===== config.mk =====
export PLATFORM = sky130hd
export DESIGN_NAME = uart_tx_arbiter
export DESIGN_NICKNAME = d
export VERILOG_FILES = /design/src/rtl/uart_tx_arbiter.sv
export SDC_FILE = /design/constraint.sdc
export NUM_CORES = 1
export LEC_CHECK = 0
export ABC_CLOCK_PERIOD_IN_PS = 1900
export CORE_AREA = 10 10 72 74
export CTS_CLUSTER_SIZE = 10
export DETAILED_ROUTE_END_ITERATION = 12
export DIE_AREA = 0 0 82 84
export HOLD_SLACK_MARGIN = 0.02
export PLACE_DENSITY = 0.75
export RECOVER_POWER = 25
export SLEW_MARGIN = 30
export SYNTH_ARGS = -nofsm -noshare
export SYNTH_HDL_FRONTEND = slang
export SYNTH_SLANG_ARGS = --single-unit

===== constraint.sdc =====
create_clock -name clk_i -period 1.9 [get_ports clk_i]
set_clock_uncertainty 0.2 [all_clocks]
set_input_delay 0.38 -clock clk_i [delete_from_list [all_inputs] [get_ports clk_i]]
set_output_delay 0.38 -clock clk_i [all_outputs]
set_load 0.01 [all_outputs]

===== src/rtl/uart_tx_arbiter.sv =====
// uart_tx_arbiter: round-robin arbiter letting NUM_REQ requesters share one uart_tx,
// with a sticky timeout flag when a launched byte never raises tx_busy.
module uart_tx_arbiter #(
    parameter int NUM_REQ        = 4,
    parameter int TIMEOUT_CYCLES = 256
) (
    input  logic                       clk_i,
    input  logic                       rst_ni,
    input  logic [NUM_REQ-1:0]         req_i,
    input  logic [NUM_REQ*8-1:0]       req_data_i,
    output logic [NUM_REQ-1:0]         ack_o,
    output logic                       tx_start_o,
    output logic [7:0]                 tx_data_o,
    input  logic                       tx_busy_i,
    output logic [$clog2(NUM_REQ)-1:0] active_id_o,
    output logic                       timeout_err_o
);
    localparam int IW = $clog2(NUM_REQ);
    localparam int CW = $clog2(TIMEOUT_CYCLES);

    typedef enum logic [1:0] {IDLE, START, WAIT_BUSY, WAIT_DONE} state_t;

    state_t         state_q, state_d;
    logic [IW-1:0]  rr_ptr_q, rr_ptr_d, id_q, id_d, gnt_idx, cand, nxt_ptr;
    logic [CW-1:0]  cnt_q, cnt_d;
    logic [7:0]     data_q, data_d;
    logic           err_q, err_d, gnt_vld;

    // Descending scan so the candidate closest to rr_ptr is the last one written.
    always_comb begin
        gnt_vld = 1'b0;
        gnt_idx = '0;
        cand    = '0;
        for (int i = NUM_REQ - 1; i >= 0; i--) begin
            cand = IW'((int'(rr_ptr_q) + i) % NUM_REQ);
            if (req_i[cand]) begin
                gnt_vld = 1'b1;
                gnt_idx = cand;
            end
        end
    end

    assign nxt_ptr = IW'((int'(id_q) + 1) % NUM_REQ);

    always_comb begin
        state_d    = state_q;
        rr_ptr_d   = rr_ptr_q;
        cnt_d      = cnt_q;
        data_d     = data_q;
        id_d       = id_q;
        err_d      = err_q;
        ack_o      = '0;
        tx_start_o = 1'b0;
        case (state_q)
            IDLE: if (gnt_vld && !tx_busy_i) begin
                state_d = START;
                data_d  = req_data_i[{gnt_idx, 3'b000} +: 8];
                id_d    = gnt_idx;
            end
            START: begin
                tx_start_o = 1'b1;
                cnt_d      = '0;
                state_d    = WAIT_BUSY;
            end
            WAIT_BUSY: if (tx_busy_i) begin
                ack_o[id_q] = 1'b1;
                state_d     = WAIT_DONE;
            end else if (cnt_q + 1'b1 == CW'(TIMEOUT_CYCLES - 1)) begin
                err_d    = 1'b1;
                state_d  = IDLE;
                rr_ptr_d = nxt_ptr;
            end else begin
                cnt_d = cnt_q + 1'b1;
            end
            WAIT_DONE: if (!tx_busy_i) begin
                state_d  = IDLE;
                rr_ptr_d = nxt_ptr;
            end
            default: state_d = IDLE;
        endcase
    end

    always_ff @(posedge clk_i or negedge rst_ni) begin
        if (!rst_ni) begin
            state_q  <= IDLE;
            rr_ptr_q <= '0;
            cnt_q    <= '0;
            data_q   <= 8'h00;
            id_q     <= '0;
            err_q    <= 1'b0;
        end else begin
            state_q  <= state_d;
            rr_ptr_q <= rr_ptr_d;
            cnt_q    <= cnt_d;
            data_q   <= data_d;
            id_q     <= id_d;
            err_q    <= err_d;
        end
    end

    assign tx_data_o     = data_q;
    assign active_id_o   = (state_q == IDLE) ? '0 : id_q;
    assign timeout_err_o = err_q;
endmodule


## After elaboration in Yosys (flattened, before gate mapping)

Index checks and enable logic that the tools add are counted.
W data, S select, Z words.

| cells by class | value |
|---|---|
| $add $sub $neg | 5 |
| $lt $le $gt $ge | 6 |
| eq/ne operators | 10 |
| shift operators | 1 |
| muxes and demuxes | 34 |
| bitwise gates (word level) | 1 |
| reduce and logical (&&, ||, !) cells | 11 |

Operator list:

| kind | number |
|---|---|
| $shiftx A32 B6 Y8 | 1 |
| $mux W2 | 12 |
| $mux W8 | 2 |
| $pmux W8 S2 | 1 |
| $lt A2 B3 Y1 const B | 5 |
| $mux W1 | 10 |
| $ne A2 B2 Y1 const B | 5 |
| $reduce_and A3 Y1 | 3 |
| $add A8 B1 Y8 const B | 1 |
| $bmux W1 S2 | 4 |
| $eq A8 B8 Y1 const B | 1 |
| $mux W4 | 2 |
| $pmux W2 S4 | 1 |
| $add A2 B1 Y2 const B | 2 |
| $add A2 B2 Y2 const B | 2 |
| $eq A2 B2 Y1 const B | 2 |
| $pmux W2 S2 | 1 |
| $reduce_and A4 Y1 | 1 |
| $reduce_bool A2 Y1 | 2 |
| $ne A3 B3 Y1 const B | 1 |
| $demux W1 S2 | 1 |
| $eq A2 B1 Y1 const B | 1 |
| $ge A2 B1 Y1 const B | 1 |
| $logic_and A1 B1 Y1 | 2 |
| 4 further kinds | 4 |

| storage, ports and cells | value |
|---|---|
| bits in registers | 23 |
| bits of input ports | 39 |
| output and inout port bits | 16 |
| logic and storage cells | 74 |

## Logic depth before layout (Yosys ltp)

| logic depth | value |
|---|---|
| depth in word-level cells | 10 |
| gate-level depth with buffers | 7 |
| depth with buffers taken out | 7 |

## Worst setup path before layout

Ideal clock, no wire load.

| path | value |
|---|---|
| path type | reg2reg |
| from | reg cnt_q[0] |
| to | reg rr_ptr_q[1] |
| library setup time | 0.125 ns |
| data arrival time | 1.765 ns |
| required time | 1.575 ns |
| slack | -0.189 ns |
| stages on the path, launching flop included | 7 |
| buffers on the path | 0 |
| period minus slack after synthesis | 2.089 ns |
| path through | dfrtp_1 ha_1 and4_1 nor3b_2 o211a_4 o21ai_1 mux2_2 |

| on the way | value |
|---|---|
| longest elaborated chain between the ends | 4 |

RTL lines:

| what | line | source |
|---|---|---|
| start: declaration | 25 | `logic [CW-1:0] cnt_q, cnt_d;` |
| start signal: assignment | 94 | `cnt_q <= cnt_d;` |
| $add A8 B1 Y8 | 68 | `end else if (cnt_q + 1'b1 == CW'(TIMEOUT_CYCLES - 1)) begin` |
| $eq A8 B8 Y1 | 68 |  |
| $ne A2 B2 Y1 (no line) | n/a |  |
| $reduce_and A4 Y1 (no line) | n/a |  |
| end signal: assignment | 93 | `rr_ptr_q <= rr_ptr_d;` |
| end: declaration | 24 | `logic [IW-1:0] rr_ptr_q, rr_ptr_d, id_q, id_d, gnt_idx, cand, nxt_ptr;` |

No other way between the ends.
A chain may end at the register's enable or synchronous reset.

## Worst setup path after layout

| path | value |
|---|---|
| from | reg cnt_q[0] |
| to | reg cnt_q[4] |

| on the way | value |
|---|---|
| longest elaborated chain between the ends | 4 |
| elaborated cells between the ends (all ways) | 7 |
| classes of those cells | 1 x add/sub; 2 x eq/ne; 3 x mux; 1 x reduce/logical |

RTL lines:

| what | line |
|---|---|
| $add A8 B1 Y8 (*) | 68, 73 |
| $eq A8 B8 Y1 / $mux W8 (equally long branches) | 68 |
| $ne A2 B2 Y1 (no line) / $mux W8 (equally long branches) | n/a |
| $reduce_and A3 Y1 (no line) / $pmux W8 S2 (equally long branches) | n/a |

Mark *: on every way between the ends. The rest lies on a longest branch, timed or not. The select of a mux whose other input is x is not followed.

==> run summary <==
Clock Tree Root - clkbuf_8
Synth Instances - 152
Die Span Y - 84 µm
crit path launch - cnt_q[0]
drt wl/cell - 15.7 µm
leakage - 1.22 nW
area delta synth->final - 73.5%
clock-pin slew on the worst setup and hold paths - 0.08 ns
synth top area cells - dfrtp_1 39%, mux2i_1 15%, o221ai_1 6.6%
CTS Buf Count - 3
Reg-to-Reg Start - cnt_q[0]
sequential area share after synthesis - 0.392
post-route cell area - 2550 µm²
drt pass-1 iters - 4
Die ar. - 6890 µm²
Crit Path Class - flip-flop to flip-flop
fin crit share - 1.05
HP Class - flip-flop to flip-flop
diodes inserted - 0
DRC viols - 0
Post-Route WL - 4550 µm
Tmin final - 2.00 ns
post-route ant nets - 0
crit end category - flip-flop
row cnt - 23
ys async rst share - 1.00
I/O Pins - 55
Max-Cap Viols - 0
clk_lat worst skew - 0.27 ns
routability-driven placement congestion ratio - 0.811
initial drt markers - 69
H-tree depth - 1
Clock Sinks - 23
f_max - 0.500 GHz
first-pass GRT wire length - 7260 µm
critical path peak fanout - 6
Finish-stage setup viols - 7
Seq cells post-synth - 23
CP Data Arrival Time - 1.98 ns
status - finished with violations
gr usage total - 0.130
IR drop worst, VDD - 0.000567 V
vias per inst - 5.15
Fin Hold WS - 0.265 ns
clock buffer depth - 2
Critical Path RT - 1.88 ns
HPWL Detailed - 3280 µm
max-slew violation count - 0
pre-CTS setup slack - -0.433 ns
Top FF cell, synth - dfrtp_1
initial antenna violation count - 0
number of port buffers - 54
Netlist cell types - 38
Final Hold Viols - 0
vias in the first global route - 1542
Initial Util - 0.381
relative max-transition margin - 0.616
largest net degree at the start of global routing - 24
EDFF count, synth - 0
core area - 3860 µm²
failing checks - negative setup slack
nature of the critical path startpoint - flip-flop
Worst Slack Setup Final - -0.100 ns
CTS Hold Bufs - 0
CTS tree - built
Post-Syn Area - 1470 µm²
layout cell share with drive strength beyond 1 - 0.329
hold_sp - timeout_err_o
unrepaired setup endpoints after global routing - true
detailed-route via count - 1493
total chip power - 0.00289 W
Least-Margin Pin Slew - 0.576 ns
Cell Pwr Density - 1130 nW/µm²
Avg Inst Size Synth - 9.66 µm²
Yosys warning count - 0
DP Area - 2290 µm²
nets - 286
global route overflow - 0
post-synth top area cell - dfrtp_1
Synth Net Count - 197
die width - 82 µm
Synth top area share - 0.392
[where the power goes]
part	total (W)	internal, W	switching, W
combinational	0.00176	0.000991	0.000767
sequential	0.000822	0.000671	0.000151
clock	0.000310	0.000147	0.000164
[synth_stat cells (2+ instances only)]
cell type	n
xnor2_1	2
nor2b_1	4
and2_1	4
buf_2	3
nand2b_1	2
nand3_1	3
nor2_1	6
o22ai_1	2
dfrtp_1	23
ha_1	6
o21ai_0	2
inv_1	10
nor3_1	2
nor4_1	2
clkbuf_1	3
nand2_1	22
or4_1	3
o21ai_1	2
mux2i_1	22
o221ai_1	11
[cells by family (layout without fill, tap and decap cells)]
family | count (synthesis) | count (layout) | synth area share
xor+xnor | 2 | 2 | 0.0119
mux | 23 | 23 | 0.158
buf+inv | 17 | 105 | 0.0486
simple gates | 56 | 56 | 0.199
compound gates | 25 | 25 | 0.140
fa+ha+maj | 6 | 6 | 0.0511
flops | 23 | 23 | 0.392
[worst max-delay path, stage by stage, from the launching register on]
cell      delay [ns]
dfrtp_1         0.40
ha_2            0.19
and4_4          0.15
nor3b_4         0.15
o211a_4         0.27
or4_4           0.49
o221ai_2        0.07
[registers in the layout, summed over array words and instances (netlist names)]
register       count
timeout_err_o      1
id_q               2
cnt_q              8
rr_ptr_q           2
tx_data_o          8
state_q            2
[worst paths after layout]
check | slack (ns) | depth (start not counted) | end
min in group asynchronous | 0.43 | 2 | state_q[1]
max | -0.10 | 6 | cnt_q[4]
min | 0.27 | 1 | timeout_err_o
max reg2reg | -0.10 | 6 | cnt_q[4]
min reg2reg | 0.27 | 1 | timeout_err_o
max in group asynchronous | 0.66 | 2 | cnt_q[2]
[layout by cell type (no fill, tap or decap), types with 5 or more instances in the layout]
cell type | netlist | layout
mux2i_1 | 22 | 21
nand2_1 | 22 | 21
dfrtp_1 | 23 | 21
dlygate4sd2_1 | 0 | 5
ha_1 | 6 | 5
clkdlybuf4s50_1 | 0 | 41
inv_1 | 10 | 9
o221ai_1 | 11 | 7
buf_4 | 1 | 31
[per-stage QoR]
step	cells	util	setup TNS, ns
final	290	0.661	-0.216
after global routing	290	0.661	-1.20
after CTS	288	0.632	-0.673
after detailed placement	278	0.595	-7.09
after global placement	278	0.595	-6.81
after floorplan	152	-	-0.235
[timing repair]
item,in CTS,in global routing
endpoints found under the setup margin,26,27
buffers inserted,5,2
pin swaps,6,9
gates resized for setup,37,24
gates cloned,1,0
[area by class of cell]
type                    instances  area, µm²
inverters                      10       37.5
clock inverters                 1       5.00
well taps                      50       62.6
multi-input cells             112        986
fillers                       299       1310
clock buffers                   3       41.3
flip-flops and latches         23        578
repair buffers                 91        838
[layer usage]
metal,routed length [µm],vias up,track usage
met4,71,0,0.0464
met3,262,7,0.0313
met1,1840,716,0.158
met2,2380,50,0.215
met5,0,-,0
li1,-,720,-
Power figures use the tool's default switching activity.
